===== config.mk =====
export PLATFORM = sky130hd
export DESIGN_NAME = lsu_ctrl
export DESIGN_NICKNAME = d
export VERILOG_FILES = /design/src/rtl/lsu_ctrl.sv
export SDC_FILE = /design/constraint.sdc
export NUM_CORES = 1
export LEC_CHECK = 0
export BUFFER_PORTS_ARGS = -buffer_cell sky130_fd_sc_hd__buf_2
export CAP_MARGIN = 20
export CORE_MARGIN = 2
export CORE_UTILIZATION = 35
export DETAILED_ROUTE_END_ITERATION = 8
export GPL_TIMING_DRIVEN = 0
export PLACE_DENSITY_LB_ADDON = 0.2
export SKIP_LAST_GASP = 1
export SYNTH_ARGS = -nofsm -noshare
export SYNTH_HDL_FRONTEND = slang
export SYNTH_SLANG_ARGS = --single-unit

===== constraint.sdc =====
create_clock -name clk -period 2.8 [get_ports clk]
set_input_delay 0.42 -clock clk [delete_from_list [all_inputs] [get_ports clk]]
set_output_delay 0.42 -clock clk [all_outputs]
set_load 0.02 [all_outputs]

===== src/rtl/lsu_ctrl.sv =====
// Load/store unit controller: alignment check, lane mask/data formatting for
// stores, and a one-deep blocking load with byte/halfword/word extension.
module lsu_ctrl #(
  parameter int unsigned ADDR_W = 8
) (
  input  logic              clk,
  input  logic              rst,
  input  logic              ls_valid,
  input  logic              ls_store,
  input  logic [2:0]        funct3,
  input  logic [31:0]       addr,
  input  logic [31:0]       store_data,
  output logic              stall,
  output logic [31:0]       load_result,
  output logic              load_result_valid,
  output logic              misaligned,
  output logic              mem_request,
  output logic [ADDR_W-1:0] mem_address,
  output logic [31:0]       mem_w_data,
  output logic [3:0]        mem_masking,
  output logic              mem_we_re,
  output logic              mem_load,
  input  logic              mem_valid,
  input  logic [31:0]       mem_r_data
);

  typedef enum logic {IDLE, WAIT} state_t;

  state_t            state, state_nx;
  logic              legal, aligned, op_ok, accept, accept_ld;
  logic [1:0]        off_q;
  logic [2:0]        f3_q;
  logic [ADDR_W-1:0] waddr_q;
  logic [31:0]       lane, ext;
  logic              unused_addr;

  assign unused_addr = ^{addr[31:ADDR_W+2]};

  always_comb begin
    legal = 1'b0;
    if (ls_store) legal = (funct3 == 3'b000) || (funct3 == 3'b001) || (funct3 == 3'b010);
    else          legal = (funct3 == 3'b000) || (funct3 == 3'b001) || (funct3 == 3'b010) ||
                          (funct3 == 3'b100) || (funct3 == 3'b101);
  end

  always_comb begin
    aligned = 1'b1;
    case (funct3[1:0])
      2'b00:   aligned = 1'b1;
      2'b01:   aligned = ~addr[0];
      default: aligned = (addr[1:0] == 2'b00);
    endcase
  end

  assign op_ok     = (state == IDLE) && ls_valid && legal;
  assign accept    = op_ok && aligned;
  assign accept_ld = accept && !ls_store;

  always_ff @(posedge clk or negedge rst) begin
    if (!rst) state <= IDLE;
    else      state <= state_nx;
  end

  always_comb begin
    state_nx = state;
    case (state)
      IDLE:    if (accept_ld) state_nx = WAIT;
      WAIT:    if (mem_valid) state_nx = IDLE;
      default: state_nx = IDLE;
    endcase
  end

  always_comb begin
    stall       = 1'b0;
    mem_request = 1'b0;
    mem_address = '0;
    mem_w_data  = '0;
    mem_masking = '0;
    mem_we_re   = 1'b0;
    mem_load    = 1'b0;
    if (state == WAIT) begin
      stall       = 1'b1;
      mem_request = 1'b1;
      mem_address = waddr_q;
      mem_masking = '1;
    end else if (accept) begin
      mem_request = 1'b1;
      mem_address = addr[ADDR_W+1:2];
      if (ls_store) begin
        mem_we_re = 1'b1;
        case (funct3[1:0])
          2'b00: begin
            mem_masking = 4'b0001 << addr[1:0];
            mem_w_data  = {4{store_data[7:0]}};
          end
          2'b01: begin
            mem_masking = addr[1] ? 4'b1100 : 4'b0011;
            mem_w_data  = {2{store_data[15:0]}};
          end
          default: begin
            mem_masking = '1;
            mem_w_data  = store_data;
          end
        endcase
      end else begin
        stall       = 1'b1;
        mem_load    = 1'b1;
        mem_masking = '1;
      end
    end
  end

  assign lane = mem_r_data >> {off_q, 3'b000};

  always_comb begin
    ext = lane;
    case (f3_q)
      3'b000:  ext = {{24{lane[7]}}, lane[7:0]};
      3'b100:  ext = {24'h0, lane[7:0]};
      3'b001:  ext = {{16{lane[15]}}, lane[15:0]};
      3'b101:  ext = {16'h0, lane[15:0]};
      default: ext = lane;
    endcase
  end

  always_ff @(posedge clk or negedge rst) begin
    if (!rst) begin
      off_q             <= '0;
      f3_q              <= '0;
      waddr_q           <= '0;
      load_result       <= '0;
      load_result_valid <= 1'b0;
      misaligned        <= 1'b0;
    end else begin
      misaligned        <= op_ok && !aligned;
      load_result_valid <= 1'b0;
      if (accept_ld) begin
        off_q   <= addr[1:0];
        f3_q    <= funct3;
        waddr_q <= addr[ADDR_W+1:2];
      end
      if (state == WAIT && mem_valid) begin
        load_result       <= ext;
        load_result_valid <= 1'b1;
      end
    end
  end

endmodule


* Word level (Yosys, flattened, before mapping)
Cells that the tools add are included.
Operators by class: add/subtract/negate cells 0, multipliers 0, div/mod/pow operators 0, magnitude comparators 0, equal/unequal tests 8, shifts and indexed selects 2, muxes and demuxes 27, bitwise logic cells 2, reductions and logical operators 16
Operators with widths (count):
- $pmux W32 S4 | 1
- $mux W32 | 3
- $pmux W32 S2 | 1
- $shr A32 B5 Y32 | 1
- $mux W4 | 4
- $mux W8 | 2
- $mux W1 | 13
- $eq A3 B3 Y1 const B | 4
- $pmux W4 S2 | 1
- $eq A3 B1 Y1 const B | 2
- $logic_and A1 B1 Y1 | 6
- $logic_not A3 Y1 | 2
- $logic_not A2 Y1 | 2
- $logic_or A1 B1 Y1 | 4
- $pmux W1 S2 | 2
- $shl A1 B2 Y4 const A | 1
- $eq A3 B2 Y1 const B | 1
- $eq A2 B1 Y1 const B | 1
- $logic_not A1 Y1 | 2
- $not A1 Y1 | 2
Word-level totals: flip-flop bits (word level) 48, latch bits 0, RAM bits 0, ROM bits 0, input port bits 104, output and inout bits 82, logic and storage cells 62, memories kept 0

* Logic depth before layout (Yosys ltp)
Gate-level depths: netlist of the first run.
depth after elaboration 11, gate-level depth with buffers 7, mapped depth without buffers 5

* Worst setup path after synthesis of the first run
No wires, ideal clock.
kind input to output, start input port funct3[1], end output port mem_w_data[12], arrival 1826 ps, required time 2380 ps, path slack 554 ps, cell stages on the path 7, buffers on the path 3, cell sequence buf_6 > o21a_1 > a21o_1 > or3_1 > buf_2 > buf_6 > a21oi_1
Between the ends: longest elaborated chain between the ends 10, elaborated cells on any way between the ends 19, classes of those cells eq/ne: 5; mux: 6; reduce/logical: 8
RTL lines:
- from (decl) | RTL line 10 | input logic [2:0] funct3,
- $eq A3 B1 Y1 or $logic_not A3 Y1 (tied branches) | RTL line 41, 42
- $logic_or A1 B1 Y1 (2 in a row) | RTL line 41, 42
- $logic_or A1 B1 Y1 | RTL line 42 | else legal = (funct3 == 3'b000) || (funct3 == 3'b001) || (funct3 == 3'b010) ||
- $logic_or A1 B1 Y1 | RTL line 43 | (funct3 == 3'b100) || (funct3 == 3'b101);
- $mux W1 | RTL line 41 | if (ls_store) legal = (funct3 == 3'b000) || (funct3 == 3'b001) || (funct3 == 3'b010);
- $logic_and A1 B1 Y1 | RTL line 55 | assign op_ok = (state == IDLE) && ls_valid && legal;
- $logic_and A1 B1 Y1 | RTL line 56 | assign accept = op_ok && aligned;
- $mux W32 (*) | RTL line 86 | end else if (accept) begin
- $mux W32 (*) | RTL line 81 | if (state == WAIT) begin
- to (decl) | RTL line 19 | output logic [31:0] mem_w_data,
Mark *: on every way between the ends. The rest lies on a longest branch, timed or not.

* Worst setup path in the final report of the first run
start register state, end output port mem_w_data[14]
Between the ends: longest elaborated chain between the ends 6
RTL lines:
- from (decl) | RTL line 29 | state_t state, state_nx;
- from (signal assigned) | RTL line 61 | else state <= state_nx;
- $not A1 Y1
- $logic_and A1 B1 Y1 (2 in a row) | RTL line 55
- $logic_and A1 B1 Y1 | RTL line 56
- $mux W32 | RTL line 86
- $mux W32 (*) | RTL line 81
Marks and branches as above.

==> impl_metrics.csv, run 1 <==
group,metric,value,unit
run_status,outcome,"complete, no violations",
sta,max_freq,0.4154,GHz
synthesis,yosysWarningCount,0,
detailed_routing,vias,3111,
floorplan,die_area,0.009553,sq mm
detailed_routing,drt_wl_total,9683,um
sta,fin_crit,2407,ps
global_routing,grt_pass1_wl,15840,um
clocking,clk_latency,300,ps
synthesis,synth_top_area_share,39.06,%
global_routing,gr-total-overflow,0,
sta,tightest_slew,674.7,ps
synthesis,netlist_top_cells_count,"nor2_1, dfrtp_1, mux2i_1",
clocking,root_buffer,"clkbuf_8",
sta,setup_violations,0,
sta,tns,0,ps
clocking,cts_resized,0,
detailed_routing,routed.top_layer,"met4",
detailed_routing,drt_iter0_drc,80,
detailed_routing,drtAntennaViolNets,0,
cells_and_area,final_nets,606,
cells_and_area,drive_gt1_share,42.43,%
place,hpwl,7489,um
sta,final.period_utilization,85.98,%
synthesis,netlist_instances,332,
place,port_buffers,162,
synthesis,synth_top_area_cell,"dfrtp_1",
setup_path,worstSetupPathType,"flop to output pin",
pwr,pwr_density_cell,936.1,mW/mm^2
detailed_routing,drc,0,
detailed_routing,met2WireLength,4708,um
worst_hold_path,hold_class,"input pin to asynchronous set/reset pin",
setup_path,r2r_setup_slack,860,ps
floorplan,die_h,97.74,um
global_routing,grt_util_all_layers,20.19,%
synthesis,synthTopCellsByArea,"dfrtp_1, mux2i_1, mux2_2",
setup_path,critical_path_required,2380,ps
place,dp_cells,602,
clocking,clk_pin_slew_worst_paths,90,ps
synthesis,synth_area_per_cell,9.263,sq um
floorplan,num_rows,34,
synthesis,synth_area,0.003075,sq mm
sta,maxSlewViolCount,0,
clocking,cts_hold_buf,0,
detailed_routing,wl_met1,4329,um
detailed_routing,met3_length,523,um
pwr,p_leak,2.115,nW
clocking,clockBufferDepth,2,
sta,relSlewSlack,55.02,%
synthesis,synth_flop_cell,"dfrtp_1",
sta,hold_viol,0,
cells_and_area,antennaDiodeCount,0,
clocking,post_cts_buffers,0,
synthesis,synth-async-reset-ratio,100.0,%
detailed_routing,dr.pass1.iters,4,
synthesis,syn_nets,436,
floorplan,start_util,35.61,%
cells_and_area,fin_area,0.004119,sq mm
place,gp_congestion,0.8427,
synthesis,synth_most_common_cell,"nor2_1",
clocking,cts_buffers,5,
floorplan,ios,186,
sta,rsz0062_at_grt,"false",
setup_path,start_kind,"flop",
synthesis,synth_cell_types,36,
sta,fin_worst_skew,3.666,ps
cells_and_area,final_cells,610,
global_routing,grt_pass1_vias,3180,
synthesis,ys_seq_area_share,39.06,%
clocking,cts_tree,"built",
pwr,ir_drop,0.4414,mV
global_routing,grt_max_degree,49,
setup_path,end_kind,"output pin",
setup_path,r2r-end,"load_result[28]",
floorplan,die_w,97.74,um
detailed_routing,routedWlPerCell,15.87,um
clocking,cts_htree_levels,2,
detailed_routing,via_per_inst,5.100,
synthesis,ys_ff_latch,48,
cells_and_area,area_growth_syn_to_layout,33.93,%
setup_path,worst_r2r_path_depth,7,
global_routing,antenna_found_initial,0,
flow_run,cap_violations,0,
floorplan,core-area,0.008636,sq mm
place,placed_area,0.004021,sq mm
setup_path,r2r-start,"off_q[0]",
setup_path,critPathMaxFanout,10,
setup_path,crit_arrival,1990,ps
clocking,clock_sinks,48,
synthesis,synth-edff-count,0,
## per-layer routing
metal,vias to the layer above,track usage [%]
li1,1515,-
met1,1493,27.40
met2,92,33.26
met3,11,3.937
met4,0,5.235
met5,-,0
## cell families after synthesis
group	count (synthesis)	share of synthesized area, %
mux	53	18.06
simple gates	103	16.03
buf+inv	31	5.370
compound gates	97	21.48
flops	48	39.06
## cell usage in the layout (no fill, tap or decap), drive strengths merged, types with 2 or more instances in the layout
| cell | n |
|---|---|
| and2 | 17 |
| clkbuf | 18 |
| mux2 | 20 |
| dfrtp | 48 |
| o22a | 16 |
| a22o | 8 |
| mux2i | 33 |
| buf | 180 |
| nor2 | 49 |
| inv | 2 |
| a21oi | 32 |
| or2 | 3 |
| o21a | 6 |
| a211oi | 7 |
| nand2b | 2 |
| nor2b | 10 |
| nand2 | 17 |
| o21ai | 15 |
| o2bb2ai | 6 |
## sequential cells by signal (all words and copies together), names as in the netlist
name,cells
misaligned,1
waddr_q,8
f3_q,3
load_result_valid,1
load_result,32
off_q,2
state,1
## power breakdown
part	switching (mW)	internal (mW)	total (mW)	leakage (nW)
clock	0.232	0.171	0.402	0.0410
sequential	0.191	1.04	1.23	0.571
combinational	1.30	0.922	2.22	1.50
total	1.72	2.13	3.86	2.11
## stage by stage
| stage | hold WS, ps | setup slack (ps) | power (mW) | utilization [%] |
|---|---|---|---|---|
| 4_1_cts | 353.9 | 367.9 | 3.887 | 47.46 |
| 2_1_floorplan | 124.4 | 553.5 | 2.752 | - |
| 3_5_place_dp | 482.8 | 422.8 | 3.479 | 46.57 |
| 3_3_place_gp | 475.2 | 433.5 | 3.430 | 46.57 |
| 5_1_grt | 67.97 | 218.0 | 4.150 | 47.70 |
| 6_report | 57.03 | 392.6 | 3.856 | 47.70 |
## cell type report
cell class	count	area [sq um]
timing repair buffer	163	830.8
sequential	48	1201
tap	108	135.1
buffer	29	157.7
clock buffer	6	72.57
inverter	2	7.507
fill	858	4517
clock inverter	1	5.005
multi-input combinational	253	1709
## worst max-delay path, cell delays in order (launching register included)
cell and delay [ps]:
dfrtp_1 410, buf_2 190, nand2b_1 170, or3_1 300
buf_2 180, buf_6 150, a21oi_1 110, buf_2 180
## how the worst max path moves through the flow
stage | start | to | slack (ps)
3_5_place_dp | funct3[1] | mem_w_data[15] | 420
6_report | state | mem_w_data[14] | 390
3_3_place_gp | funct3[1] | mem_w_data[15] | 430
4_1_cts | state | mem_w_data[15] | 370
2_1_floorplan | funct3[1] | mem_w_data[12] | 550
5_1_grt | state | mem_w_data[17] | 220
No activity file was read; power rests on OpenSTA's default activity.
==> run 2: changes to the inputs <==
Settings changed: ABC_AREA from default to 1, SKIP_LAST_GASP 1 to default.
==> impl_metrics.csv, run 2 <==
group,metric,value,unit
synthesis,synth_area,0.003416,sq mm
synthesis,synth_cell_types,25,
sta,fin_crit,2480,ps
clocking,clk_pin_slew_worst_paths,90,ps
setup_path,slowest_delay,370,ps
floorplan,die_h,102.8,um
cells_and_area,biggestRegsByFlops,"load_result: 32 flops, waddr_q: 8 flops, f3_q: 3 flops",
setup_path,r2r_setup_slack,1040,ps
detailed_routing,routedWlPerCell,13.37,um
synthesis,synthAdderAreaFrac,0,%
setup_path,crit_chain,"buf_2 -> inv_2 -> nand3_2 -> a21oi_4 -> nand3_2 -> buf_4 -> nor2_1 -> buf_2",
synthesis,netlist_top_cells_count,"nand2_1, nor2_1, nand3_1",
synthesis,synth_area_per_cell,6.482,sq um
global_routing,grt_max_degree,49,
sta,tightest_slew,659.2,ps
cells_and_area,area_growth_syn_to_layout,32.23,%
setup_path,worst_r2r_path_depth,7,
synthesis,yosysWarningCount,0,
pwr,p_leak,2.580,nW
global_routing,grt_util_all_layers,21.36,%
floorplan,die_w,102.8,um
setup_path,critical_path_required,2380,ps
clocking,cts_tree,"built",
synthesis,yosys.area_share.simple,45.35,%
floorplan,start_util,35.44,%
detailed_routing,vias,4061,
detailed_routing,drc,0,
setup_path,worstSetupPathDepth,8,
detailed_routing,drtAntennaViolNets,0,
clocking,clockBufferDepth,2,
clocking,cts_resized,0,
global_routing,grt_pass1_vias,3795,
sta,hold_viol,0,
synthesis,ys_seq_area_share,35.16,%
global_routing,gr-total-overflow,0,
detailed_routing,drt_wl_total,11140,um
sta,max_freq,0.4033,GHz
place,placed_area,0.004398,sq mm
synthesis,ys_ff_latch,48,
floorplan,num_rows,36,
clocking,cts_hold_buf,0,
synthesis,synth_top_area_cell,"dfrtp_1",
clocking,post_cts_buffers,0,
sta,setup_violations,0,
flow_run,cap_violations,0,
synthesis,synth-edff-count,0,
detailed_routing,drt_iter0_drc,180,
run_status,outcome,"complete, no violations",
clocking,clk_latency,310,ps
sta,fin_worst_skew,7.999,ps
sta,tns,0,ps
setup_path,worstSetupPathType,"flop to output pin",
cells_and_area,regMostFlops,"load_result",
synthesis,synth_top_family_by_area,"simple AND/OR/NAND/NOR gates",
synthesis,synth_flop_cell,"dfrtp_1",
setup_path,critPathMaxFanout,10,
cells_and_area,final_cell_mix,"buf_2, nand2_1, nor2_1, nand3_1, dfrtp_1",
cells_and_area,drive_gt1_share,33.48,%
cells_and_area,final_nets,802,
synthesis,synthMuxAreaShare,0,%
clocking,cts_htree_levels,2,
sta,maxSlewViolCount,0,
setup_path,start_kind,"flop",
synthesis,synth_most_common_cell,"nand2_1",
place,port_buffers,163,
floorplan,core-area,0.009639,sq mm
clocking,clock_sinks,48,
synthesis,netlist_instances,527,
place,gp_congestion,0.9251,
detailed_routing,dr.pass1.iters,7,
synthesis,synth_compound_area_share,9.707,%
global_routing,grt_pass1_wl,17720,um
setup_path,end_kind,"output pin",
setup_path,crit_family,"buffers and inverters",
cells_and_area,final_util,46.86,%
cells_and_area,fin_area,0.004517,sq mm
setup_path,crit_arrival,2060,ps
setup_path,crit_buf_inv,4,
sta,final.period_utilization,88.56,%
pwr,ir_drop,0.3408,mV
setup_path,slowest_stage,"dfrtp_1",
synthesis,synthTopCellsByArea,"dfrtp_1, nand2_1, nor2_1",
pwr,pwr_density_cell,886.6,mW/mm^2
cells_and_area,largest_reg_flops,32,
floorplan,ios,186,
clocking,cts_buffers,5,
synthesis,synth_top_area_share,35.16,%
synthesis,synth-async-reset-ratio,100.0,%
clocking,root_buffer,"clkbuf_8",
sta,relSlewSlack,56.05,%
synthesis,syn_nets,631,
worst_hold_path,hold_class,"input pin to asynchronous set/reset pin",
floorplan,die_area,0.01057,sq mm
synthesis,synth-xor-area-share,0,%
global_routing,antenna_found_initial,0,
place,hpwl,8826,um
sta,rsz0062_at_grt,"false",
detailed_routing,via_per_inst,4.875,
cells_and_area,final_common_cell,"buf_2",
run 2: changes by cell type in the layout (fill, tap and decap cells not counted), moves of 17 or more:
cell	before	now
mux2_2	20	0
nand3_1	0	49
nor2_1	49	71
mux2i_1	33	0
nand2_1	17	171
inv_1	1	40
and2_1	17	0
run 2: worst reg2reg max path: cells and delay by family, from the launching register on:
kind                   cells  cell delay, ps
DFF                        1             330
and+or+nand+nor            4             440
buffers and inverters      3             890
run 2: area by class of cell:
class	instances	area (sq um)
Buffer	33	168.9
Tap cell	133	166.4
Multi-Input combinational cell	402	1881
Clock inverter	2	13.76
Timing Repair Buffer	164	835.8
Clock buffer	6	82.58
Antenna cell	1	2.502
Sequential cell	48	1201
Fill cell	1078	5122
Inverter	44	165.2
run 2: per-stage QoR:
| stage | power [mW] | worst slack, ps | hold WS (ps) | cells |
|---|---|---|---|---|
| finish | 4.005 | 320.2 | 68.01 | 833 |
| floorplan | 2.824 | 826.0 | 124.4 | 527 |
| CTS | 4.042 | 291.5 | 354.3 | 831 |
| global placement | 3.555 | 514.0 | 457.9 | 823 |
| detailed placement | 3.583 | 490.1 | 460.7 | 823 |
| global route | 4.412 | 161.4 | 93.41 | 832 |
run 2: cells by family (layout without fill, tap and decap cells):
logic type | Yosys count | in the layout
AO/OA/AOI/OAI | 59 | 59
buffers and inverters | 77 | 249
flip-flops | 48 | 48
other | 0 | 1
AND/OR/NAND/NOR | 343 | 343
run 2: where the power goes:
part	switching (mW)	leakage, nW	internal, mW
clock network	0.244	0.0516	0.202
logic	1.57	1.96	0.810
registers	0.157	0.571	1.02
total	1.98	2.58	2.03
run 2: worst paths after layout:
path | start | endpoint
min in group clk | addr[7] | waddr_q[5]
hold reg to reg | f3_q[0] | f3_q[0]
setup / recovery | state | mem_w_data[7]
max in group asynchronous | rst | off_q[1]
setup reg to reg | state | load_result[14]
hold / removal | rst | load_result[11]
run 2: per-layer routing:
layer | vias up | share of wire, % | track usage [%] | wire length, um
li1 | 2022 | - | - | -
met1 | 1854 | 42 | 27.85 | 4732
met2 | 167 | 48 | 36.70 | 5394
met3 | 18 | 7.2 | 3.525 | 806
met4 | 0 | 1.8 | 5.972 | 204
met5 | - | 0 | 0 | 0
